## config.mk

```make
export PLATFORM = sky130hd
export DESIGN_NAME = dcache_axi_bridge
export DESIGN_NICKNAME = d
export VERILOG_FILES = /design/src/rtl/dcache_axi_bridge_pkg.sv /design/src/rtl/dcache_axi_bridge.sv
export SDC_FILE = /design/constraint.sdc
export NUM_CORES = 1
export LEC_CHECK = 0
export ABC_AREA = 1
export ABC_CLOCK_PERIOD_IN_PS = 1500
export BUFFER_PORTS_ARGS = -buffer_cell sky130_fd_sc_hd__buf_2
export CORE_AREA = 2 2 114 116
export CTS_CLUSTER_SIZE = 20
export DETAILED_ROUTE_END_ITERATION = 7
export DIE_AREA = 0 0 116 118
export PLACE_DENSITY = 0.79
export SYNTH_ARGS = -nofsm -noshare
export SYNTH_HDL_FRONTEND = slang
export SYNTH_SLANG_ARGS = --single-unit
```

## constraint.sdc

```tcl
create_clock -name clk -period 1.5 [get_ports clk]
set_input_delay 0.225 -clock clk [delete_from_list [all_inputs] [get_ports clk]]
set_output_delay 0.225 -clock clk [all_outputs]
set_load 0.01 [all_outputs]
```

## src/rtl/dcache_axi_bridge_pkg.sv

```systemverilog
// Shared definitions for the data-cache to AXI single-beat bridge:
// FSM state encoding, AXI burst/response codes and cache access sizes.
package dcache_axi_bridge_pkg;

   typedef enum logic [2:0] {
      S_IDLE    = 3'd0,
      S_RD_ADDR = 3'd1,
      S_RD_DATA = 3'd2,
      S_WR_ADDR = 3'd3,
      S_WR_RESP = 3'd4
   } state_t;

   localparam logic [1:0] AXI_BURST_INCR = 2'b01;
   localparam logic [1:0] RESP_OKAY      = 2'b00;

   localparam logic [1:0] SIZE_BYTE = 2'd0;
   localparam logic [1:0] SIZE_HALF = 2'd1;
   localparam logic [1:0] SIZE_WORD = 2'd2;

endpackage

```

## src/rtl/dcache_axi_bridge.sv

```systemverilog
// Turns one data-cache memory request into a single-beat AXI read or write
// transaction; one outstanding transaction, s_ready pulses on completion.
module dcache_axi_bridge
   import dcache_axi_bridge_pkg::*;
#(
   parameter int         A_WIDTH = 32,
   parameter logic [3:0] AXI_ID  = 4'd1
) (
   input  logic               clk,
   input  logic               clrn,
   input  logic [A_WIDTH-1:0] s_a,
   input  logic [31:0]        s_din,
   output logic [31:0]        s_dout,
   input  logic               s_strobe,
   input  logic               s_rw,
   input  logic [3:0]         s_wen,
   input  logic [1:0]         s_size,
   output logic               s_ready,
   output logic [3:0]         arid,
   output logic [7:0]         arlen,
   output logic [2:0]         arsize,
   output logic [1:0]         arburst,
   output logic [A_WIDTH-1:0] araddr,
   output logic               arvalid,
   input  logic               arready,
   input  logic [31:0]        rdata,
   input  logic [1:0]         rresp,
   input  logic               rlast,
   input  logic               rvalid,
   output logic               rready,
   output logic [3:0]         awid,
   output logic [7:0]         awlen,
   output logic [2:0]         awsize,
   output logic [1:0]         awburst,
   output logic [A_WIDTH-1:0] awaddr,
   output logic               awvalid,
   input  logic               awready,
   output logic [31:0]        wdata,
   output logic [3:0]         wstrb,
   output logic               wlast,
   output logic               wvalid,
   input  logic               wready,
   input  logic [1:0]         bresp,
   input  logic               bvalid,
   output logic               bready
);

   state_t             state;
   logic [A_WIDTH-1:0] a_reg;
   logic [31:0]        din_reg;
   logic [3:0]         wen_reg;
   logic [1:0]         size_reg;
   logic               aw_done, w_done;
   logic               aw_hs, w_hs, aw_fin, w_fin;

   // Error responses complete like OKAY and are intentionally not reported.
   logic unused_resp;
   assign unused_resp = ^{rresp, bresp, RESP_OKAY};

   assign arid    = AXI_ID;
   assign awid    = AXI_ID;
   assign arlen   = '0;
   assign awlen   = '0;
   assign arburst = AXI_BURST_INCR;
   assign awburst = AXI_BURST_INCR;
   assign araddr  = a_reg;
   assign awaddr  = a_reg;
   assign arsize  = {1'b0, size_reg};
   assign awsize  = {1'b0, size_reg};
   assign wdata   = din_reg;
   assign wstrb   = wen_reg;
   assign wlast   = 1'b1;

   always_comb begin
      aw_hs  = awvalid & awready;
      w_hs   = wvalid & wready;
      aw_fin = aw_done | aw_hs;
      w_fin  = w_done | w_hs;
   end

   always_ff @(posedge clk or negedge clrn) begin
      if (!clrn) begin
         state    <= S_IDLE;
         a_reg    <= '0;
         din_reg  <= '0;
         wen_reg  <= '0;
         size_reg <= '0;
         aw_done  <= 1'b0;
         w_done   <= 1'b0;
         arvalid  <= 1'b0;
         rready   <= 1'b0;
         awvalid  <= 1'b0;
         wvalid   <= 1'b0;
         bready   <= 1'b0;
         s_ready  <= 1'b0;
         s_dout   <= '0;
      end else begin
         s_ready <= 1'b0;
         case (state)
            // A request seen during the s_ready cycle belongs to the cache's
            // next access and is taken one cycle later.
            S_IDLE: begin
               if (s_strobe && !s_ready) begin
                  a_reg    <= s_a;
                  din_reg  <= s_din;
                  wen_reg  <= s_wen;
                  size_reg <= s_size;
                  if (s_rw) begin
                     state   <= S_WR_ADDR;
                     awvalid <= 1'b1;
                     wvalid  <= 1'b1;
                     aw_done <= 1'b0;
                     w_done  <= 1'b0;
                  end else begin
                     state   <= S_RD_ADDR;
                     arvalid <= 1'b1;
                  end
               end
            end
            S_RD_ADDR: begin
               if (arready) begin
                  arvalid <= 1'b0;
                  rready  <= 1'b1;
                  state   <= S_RD_DATA;
               end
            end
            S_RD_DATA: begin
               if (rvalid && rlast) begin
                  rready  <= 1'b0;
                  s_dout  <= rdata;
                  s_ready <= 1'b1;
                  state   <= S_IDLE;
               end
            end
            S_WR_ADDR: begin
               if (aw_hs) begin
                  awvalid <= 1'b0;
                  aw_done <= 1'b1;
               end
               if (w_hs) begin
                  wvalid <= 1'b0;
                  w_done <= 1'b1;
               end
               if (aw_fin && w_fin) begin
                  bready <= 1'b1;
                  state  <= S_WR_RESP;
               end
            end
            S_WR_RESP: begin
               if (bvalid) begin
                  bready  <= 1'b0;
                  s_ready <= 1'b1;
                  state   <= S_IDLE;
               end
            end
            default: state <= S_IDLE;
         endcase
      end
   end

endmodule
```

==> flow_summary.yaml, run 1 <==
timing:
  fin_ws_ns: 0.08012
  max_freq_ghz: 0.7043
  hold_viol_final: 0
  clock_skew_ns: 0.009058
  maxSlewViolCount: 0
  period_needed_ns: 1.420
  setup_violations: 0
  whs_ns: 0.01699
  period_share: 0.9466
floorplan:
  core_area_um2: 12410
  io_pins: 289
  initial_core_util: 0.3962
  die-area_um2: 13690
  row_count: 41
  die_x_um: 116
  die_h_um: 118
grt:
  grt_overflow: 0
  grt_pass1_vias: 3853
  grt_usage: 0.1739
  grt_max_degree: 73
  antenna_found_initial: 1
  grt_pass1_wl_mm: 18.51
cts:
  clockRootBuffer: "clkbuf_16"
  cts_htree_levels: 4
  cts.sink_count: 113
  cts_buffer_depth: 2
  insertion_delay_ns: 0.40
  cts_made_buffers: 17
  cts_tree: "done"
  path_clk_slew_ns: 0.05
finish:
  synthToLayoutAreaGrowth_pct: 32.89
  stdcell_area_um2: 6536
  multi_input_area_um2: 1525
  nets: 918
  seqCellArea_um2: 2828
  drive_gt1_frac: 0.3646
  layout.cells.non_filler: 982
  fillers: 1220
place:
  port_buffers: 253
  dp_slack_ns: 0.06341
  placed_area_um2: 6006
  place_inst: 954
  hpwlAfterDp_mm: 8.572
  place.gp.congestion: 0.7862
drt:
  viasPerCell: 4.216
  wl_per_cell_um: 12.03
  drc: 0
  drt_iter0_markers: 228
  num_vias: 4140
  routed_wl_mm: 11.82
  ant_nets: 0
  first_pass_iters: 5
synth:
  ys_ff_latch: 113
  yosysUniqueCellTypes: 18
  async_reset_ff_frac: 1.000
  synthFlopType: "dfrtp_1"
  yosys-top-cells-area: "dfrtp_1 57%, nand2_1 26%, buf_4 9.9%"
  synth.avg_cell_area_um2: 8.569
  netlist.area_leader.share: 0.5749
  ys_warn_count: 0
  ys_seq_area_frac: 0.5749
  syn_area_um2: 4918
  synth_cells: 574
  synth_top_area_cell: "dfrtp_1"
  synth-edff-count: 0
setup_path:
  cp-startpoint: "state[1]"
  start_kind: "flip-flop"
  path_max_fanout: 55
  reg2reg_slack_ns: 0.08
  worstReg2RegStart: "state[1]"
  reg2regPathDepth: 7
  endpoint: "araddr[30]"
  cp-end-kind: "flip-flop"
  critical_path_class: "flip-flop to flip-flop"
  worstPathArrival_ns: 1.70
  r2r_end: "araddr[30]"
  crit_required_ns: 1.78
power:
  p_leak_nw: 3.970
  irDropWorstVdd_mv: 0.9162
  power.total_mw: 14.55
  power.density_nw_per_um2: 2226
hold_path:
  hp-class: "input pin to flip-flop"
status:
  status: "completed"
flow_run:
  maxCapViolations: 0
## through the flow
stage | TNS, ns | util
6_report | 0 | 0.5265
5_1_grt | -0.03885 | 0.5265
4_1_cts | 0 | 0.5249
3_5_place_dp | 0 | 0.4838
3_3_place_gp | 0 | 0.4838
2_1_floorplan | 0 | -
## cells by family (layout without fill, tap and decap cells)
kind of cell,count (synthesis),in the layout,share of synthesized area
AOI/OAI and AO/OA,5,5,0.005597
buffers and inverters,98,304,0.1376
DFF,113,113,0.5749
other,2,32,0.001527
and+or+nand+nor,356,356,0.2803
## synth_stat cells (2+ instances only)
cell	n
inv_2	3
dfrtp_1	113
buf_2	14
nand3_1	7
buf_6	6
inv_1	9
conb_1	2
nor2_1	6
o21ai_0	4
nand2_1	338
buf_4	65
## worst max-delay path, cell delays in order, from the launching register on
cell and delay [ns]:
dfrtp_1 0.38, nor2_2 0.20, nand2_2 0.12, nor2_4 0.16, inv_2 0.07, buf_12 0.18, nand2_1 0.10, nand2_1 0.05
## worst min-delay path by stage
stage / startpoint / to / slack [ns] / depth (start not counted)
2_1_floorplan: clrn / araddr[0] / -0.07 / 0
3_3_place_gp: clrn / araddr[13] / 0.28 / 2
3_5_place_dp: clrn / s_dout[0] / 0.28 / 2
4_1_cts: rdata[6] / s_dout[6] / 0.003 / 3
5_1_grt: s_din[25] / wdata[25] / 0.02 / 3
6_report: s_din[13] / wdata[13] / 0.02 / 3
## report_power, final
part           leakage [nW]  internal [mW]  switching, mW
Sequential             1.41           4.51          0.873
Combinational          2.32           2.28           3.46
Clock                 0.247           2.22           1.21
## layout by cell type (no fill, tap or decap)
master and n:
nand2_1 337, buf_2 252, dfrtp_1 113, conb_1 31
clkbuf_16 17, inv_1 9, buf_4 8, nand3_1 7
nor2_1 6, o21ai_0 4, clkbuf_1 4, clkbuf_8 4
inv_2 3, buf_12 3, nand2_2 2, diode_2 1
nor4_4 1, bufinv_8 1, nor2_2 1, nor2_4 1
nand3b_1 1, o21a_1 1, clkinv_2 1, dlygate4sd3_1 1
buf_6 1
## routing by layer
layer | GRT usage | vias to the layer above | share of wire
met4 | 0.08482 | 0 | 0.025
met2 | 0.2876 | 160 | 0.50
met1 | 0.2059 | 1874 | 0.41
met3 | 0.04892 | 19 | 0.064
met5 | 0 | - | 0
li1 | - | 2087 | -
## timing repair
action,CTS,global route
setup buffers,0,0
resized for setup,0,5
setup endpoints to repair,0,67
hold endpoints to repair,113,0
hold buffers,1,0
## layout make-up
type                       instances  share of cell area
sequential                       113              0.4326
multi-input combinational        392              0.2333
timing repair buffer             265              0.2146
clock buffer                      25             0.07580
tap                              172             0.03292
inverter                          13            0.009571
clock inverter                     1           0.0007657
antenna                            1           0.0003828
No activity file was read; power rests on OpenSTA's default activity.
==> run 2: changes to the inputs <==
SETUP_SLACK_MARGIN = 0.4   (was default)
==> flow_summary.yaml, run 2 (same netlist as run 1, synthesis figures left out) <==
status:
  status: "completed"
timing:
  period_share: 0.9454
  clock_skew_ns: 0.01268
  worst_pin_slew_ns: 0.5972
  setup_violations: 0
  rsz0062_at_grt: "true"
  hold_viol_final: 0
  maxSlewViolCount: 0
  slew_headroom: 0.6019
  fin_ws_ns: 0.08197
  tns_ns: 0
  max_freq_ghz: 0.7052
  period_needed_ns: 1.418
power:
  p_leak_nw: 4.620
  irDropWorstVdd_mv: 1.105
  power.density_nw_per_um2: 2240
place:
  placed_area_um2: 6020
  port_buffers: 253
  place.gp.congestion: 0.7966
  place_inst: 955
  hpwlAfterDp_mm: 8.898
  dp_slack_ns: -0.07925
setup_path:
  critical_path_class: "flip-flop to flip-flop"
  cp-end-kind: "flip-flop"
  crit_chain: "inv_2 > nor4_4 > buf_12 > clkbuf_16 > nand2_1 > nand2_1"
  crit_path_frequent_cell: "nand2_1"
  max_stage_delay_ns: 0.42
  worstPathArrival_ns: 1.77
  start_kind: "flip-flop"
  critPathSlowestCell: "dfrtp_2"
  path_max_fanout: 8
  crit_required_ns: 1.85
cts:
  path_clk_slew_ns: 0.05
  cts_made_buffers: 17
  cts_buffer_depth: 2
  insertion_delay_ns: 0.42
  clockRootBuffer: "clkbuf_16"
  cts_tree: "done"
  cts.sink_count: 113
  cts_htree_levels: 4
finish:
  synthToLayoutAreaGrowth_pct: 62.33
  fillers: 997
  multi_input_area_um2: 1663
  insertedDiodeCount: 0
  nets: 1005
  layout.cells.non_filler: 1074
  layout_common_cells: "302 x nand2_1, 223 x buf_2, 110 x dfrtp_1"
  final_common_cell: "nand2_1"
  drive_gt1_frac: 0.4446
  stdcell_area_um2: 7984
  seqCellArea_um2: 2831
floorplan:
  io_pins: 289
  core_area_um2: 12410
  initial_core_util: 0.3962
  die_x_um: 116
  die-area_um2: 13690
  row_count: 41
  die_h_um: 118
grt:
  grt_pass1_vias: 4310
  grt_overflow: 0
  grt_max_degree: 73
  antenna_found_initial: 0
  grt_usage: 0.2035
  grt_pass1_wl_mm: 21.29
drt:
  viasPerCell: 4.509
  routed_wl_mm: 15.74
  drt_iter0_markers: 246
  first_pass_iters: 4
  ant_nets: 0
  drc: 0
  wl_per_cell_um: 14.66
  num_vias: 4843
flow_run:
  maxCapViolations: 0
hold_path:
  hp-class: "input pin to flip-flop"
[run 2: cell count changes in the layout (fill, tap and decap cells not counted), sizes merged]
| cell | previous run | this run |
|---|---|---|
| clkinvlp | 0 | 1 |
| clkinv | 1 | 6 |
| buf | 264 | 308 |
| clkbuf | 25 | 26 |
| dlygate4sd3 | 1 | 37 |
| bufinv | 1 | 5 |
| diode | 1 | 0 |
| inv | 12 | 14 |
[run 2: timing repair]
item | in CTS | in global routing
gates resized for setup | 16 | 90
setup buffers | 4 | 37
hold buffers | 37 | 0
endpoints found under the setup margin | 255 | 255
cloned | 2 | 7
pin swaps | 2 | 22
hold endpoints to repair | 149 | 0
[run 2: path summary, 6_finish.rpt]
check                           start  slack [ns]         end  depth (start not counted)
max reg2reg                  state[1]        0.08  s_dout[26]                          6
max                          state[1]        0.08  s_dout[26]                          6
max in group asynchronous        clrn        0.56    state[1]                          3
min in group asynchronous        clrn        0.39   s_dout[6]                          3
min                         rdata[23]        0.01  s_dout[23]                          3
min reg2reg                s_dout[29]        0.46  s_dout[29]                          2
[run 2: area by class of cell]
cell class	instances	share of cell area
clock buffers	21	0.05892
repair buffers	350	0.3137
multi-input cells	392	0.2083
inverters	13	0.01175
flip-flops and latches	113	0.3546
repair inverters	2	0.002821
well taps	172	0.02695
clock inverters	11	0.02288
[run 2: power by group]
group / switching (mW) / total, mW / internal (mW) / leakage, nW
clock network: 1.36 / 4.42 / 3.06 / 0.323
logic: 4.15 / 7.95 / 3.80 / 2.90
registers: 0.998 / 5.51 / 4.51 / 1.40
[run 2: metrics by stage]
step / power, mW / hold slack [ns] / utilization
2_1_floorplan: 9.279 / -0.07059 / -
3_3_place_gp: 11.05 / 0.2611 / 0.4849
3_5_place_dp: 11.25 / 0.2706 / 0.4849
4_1_cts: 16.15 / 0.000002748 / 0.5790
5_1_grt: 18.97 / 0.005420 / 0.6431
6_report: 17.88 / 0.01006 / 0.6431
[run 2: layer usage]
metal | vias to the layer above | GRT usage | part of all wire
met4 | 0 | 0.1027 | 0.029
li1 | 2270 | - | -
met1 | 2304 | 0.2319 | 0.37
met2 | 231 | 0.3476 | 0.54
met5 | - | 0 | 0
met3 | 38 | 0.05304 | 0.066
[run 2: critical path: cells and delay by family (launching register included)]
family / cells / cell delay (ns)
flip-flops: 1 / 0.42
AND/OR/NAND/NOR: 3 / 0.43
buffers and inverters: 3 / 0.49
==> run 3: changes to the inputs <==
ABC_AREA = 0   (was 1)
CELL_PAD_IN_SITES_DETAIL_PLACEMENT = 0   (was default)
CELL_PAD_IN_SITES_GLOBAL_PLACEMENT = 1   (was default)
CORE_AREA = 2 2 131 133   (was 2 2 114 116)
DIE_AREA = 0 0 133 135   (was 0 0 116 118)
PLACE_DENSITY = default   (was 0.79)
PLACE_DENSITY_LB_ADDON = 0.1   (was default)
==> flow_summary.yaml, run 3 <==
synth:
  yosys-top-cells-area: "dfrtp_1 58%, mux2_2 23%, buf_4 10%"
  yosys.area_share.xor_xnor: 0
  synth_top_family_by_area: "multiplexers"
  yosysUniqueCellTypes: 34
  synth.mux.area_fraction: 0.2356
  synthSimpleGateAreaFrac: 0.03337
  yosysMostFrequentCell: "dfrtp_1"
  synth_compound_area_frac: 0.02413
  synth_cells: 338
  synth_common_cells: "113 x dfrtp_1, 100 x mux2_2, 65 x buf_4"
  async_reset_ff_frac: 1.000
  synth-edff-count: 0
  syn_area_um2: 4875
  ys_warn_count: 0
  ys_seq_area_frac: 0.5801
  netlist.area_leader.share: 0.5801
  synth_top_area_cell: "dfrtp_1"
  synth_adder_area_share: 0
  synth.avg_cell_area_um2: 14.42
  synthFlopType: "dfrtp_1"
  ys_ff_latch: 113
drt:
  first_pass_iters: 4
  wl_per_cell_um: 14.92
  viasPerCell: 4.167
  ant_nets: 0
  routed_wl_mm: 12.74
  drt_iter0_markers: 77
  drc: 0
  num_vias: 3559
timing:
  tns_ns: -24.54
  period_needed_ns: 1.829
  rsz0062_at_grt: "true"
  setup_violations: 104
  period_share: 1.219
  maxSlewViolCount: 0
  max_freq_ghz: 0.5468
  hold_viol_final: 0
  fin_ws_ns: -0.3289
  clock_skew_ns: 0.007973
setup_path:
  path_depth: 4
  cp_num_buf_inv: 1
  worst_path_dominant_cell_family: "simple AND/OR/NAND/NOR gates"
  cp-end-kind: "flip-flop"
  max_stage_delay_ns: 0.57
  critPathSlowestCell: "or4b_4"
  critical_path_class: "flip-flop to flip-flop"
  path_max_fanout: 23
  start_kind: "flip-flop"
  crit_chain: "or4b_4 > nor2_8 > buf_12 > mux2_2"
  crit_required_ns: 1.79
  worstPathArrival_ns: 2.12
  reg2regPathDepth: 4
grt:
  grt_max_degree: 58
  grt_overflow: 0
  grt_pass1_wl_mm: 19.00
  antenna_found_initial: 0
  grt_usage: 0.1392
  grt_pass1_vias: 3565
power:
  switchingPower_mw: 5.557
  p_sw_frac: 0.3179
  irDropWorstVdd_mv: 0.8495
  p_int_mw: 11.92
  p_leak_nw: 3.803
  pwr-share-comb: 0.456
  power.density_nw_per_um2: 2303
  pwr-share-clk: 0.226
  pwr-share-seq: 0.319
cts:
  path_clk_slew_ns: 0.05
  clockRootBuffer: "clkbuf_16"
  cts_buffer_depth: 2
  insertion_delay_ns: 0.41
  cts_htree_levels: 4
  cts_made_buffers: 17
  cts_tree: "done"
  cts.sink_count: 113
finish:
  final_common_cell: "buf_2"
  layout_common_cells: "219 x buf_2, 112 x dfrtp_1, 60 x mux2_2"
  synthToLayoutAreaGrowth_pct: 55.72
  insertedDiodeCount: 0
  nets: 737
  drive_gt1_frac: 0.7287
  utilization: 0.4627
hold_path:
  min_delay_path_depth: 2
  hp-class: "input pin to flip-flop"
floorplan:
  die-area_um2: 17960
  die_h_um: 135
  initial_core_util: 0.2971
  die_x_um: 133
  io_pins: 289
  core_area_um2: 16410
  row_count: 47
place:
  hpwlAfterDp_mm: 8.985
  place.gp.congestion: 0.7665
  port_buffers: 253
flow_run:
  maxCapViolations: 0
status:
  failed_checks: "setup timing"
  status: "finished with violations"
==> run 3: worst reg2reg max path, delay by kind of cell, from the launching register on <==
kind	cells	cell delay, ns
muxes	1	0.37
buffers and inverters	1	0.20
and+or+nand+nor	2	0.75
DFF	1	0.39
==> run 3: area by class of cell <==
type | count | area (um2)
Fill cell | 1520 | 8816
Sequential cell | 113 | 2829
Timing Repair Buffer | 313 | 2125
Multi-Input combinational cell | 172 | 1763
Clock buffer | 23 | 478.0
Tap cell | 220 | 275.3
Clock inverter | 9 | 106.4
Inverter | 4 | 15.01
==> run 3: cell families after synthesis <==
group                  Yosys count
multiplexers                   102
buffers and inverters           82
AND/OR/NAND/NOR                 20
flip-flops                     113
other                            2
AO/OA/AOI/OAI                   19
==> run 3: power groups by stage <==
stage / logic (mW) / clock network [mW] / registers (mW)
final: 7.97 / 3.95 / 5.57
after global routing: 8.52 / 4.20 / 5.79
after CTS: 7.60 / 4.05 / 5.55
after detailed placement: 6.50 / 0 / 5.53
after global placement: 6.43 / 0 / 5.49
after floorplan: 3.70 / 0 / 6.20
==> run 3: through the flow <==
step / worst slack, ns / hold WS [ns] / power (mW) / instances / cell area [um2]
6_report: -0.3289 / 0.04458 / 17.48 / 854 / 7591
5_1_grt: -0.3904 / 0.02287 / 18.52 / 854 / 7591
4_1_cts: -0.3456 / 0.02041 / 17.20 / 846 / 7391
3_5_place_dp: -0.3343 / 0.03346 / 12.03 / 778 / 6247
3_3_place_gp: -0.2954 / 0.03489 / 11.93 / 778 / 6247
2_1_floorplan: -0.2501 / -0.07059 / 9.902 / 367 / 5135
==> run 3: path summary, 6_finish.rpt <==
path                       startpoint         end  slack [ns]
min in group asynchronous        clrn   araddr[8]        0.16
min                          rdata[2]   s_dout[2]        0.04
max in group asynchronous        clrn  s_dout[12]        0.82
min reg2reg                    w_done      w_done        0.49
max reg2reg                  state[0]  araddr[18]       -0.33
max                          state[0]  araddr[18]       -0.33
==> run 3: per-layer routing <==
| metal | GRT usage | vias up | routed length, um |
|---|---|---|---|
| met5 | 0 | - | 0 |
| met4 | 0.06392 | 0 | 185 |
| met3 | 0.05668 | 14 | 1138 |
| met2 | 0.2352 | 166 | 6542 |
| met1 | 0.1542 | 1737 | 4872 |
| li1 | - | 1642 | - |
==> run 3: timing repair <==
item                       in CTS  in global routing
hold buffers                    1                  0
cloned                          4                  0
gates resized for setup        48                 30
pin swaps                       3                  3
setup endpoints to repair     255                255
setup buffers                  31                  8
hold endpoints to repair      113                  0
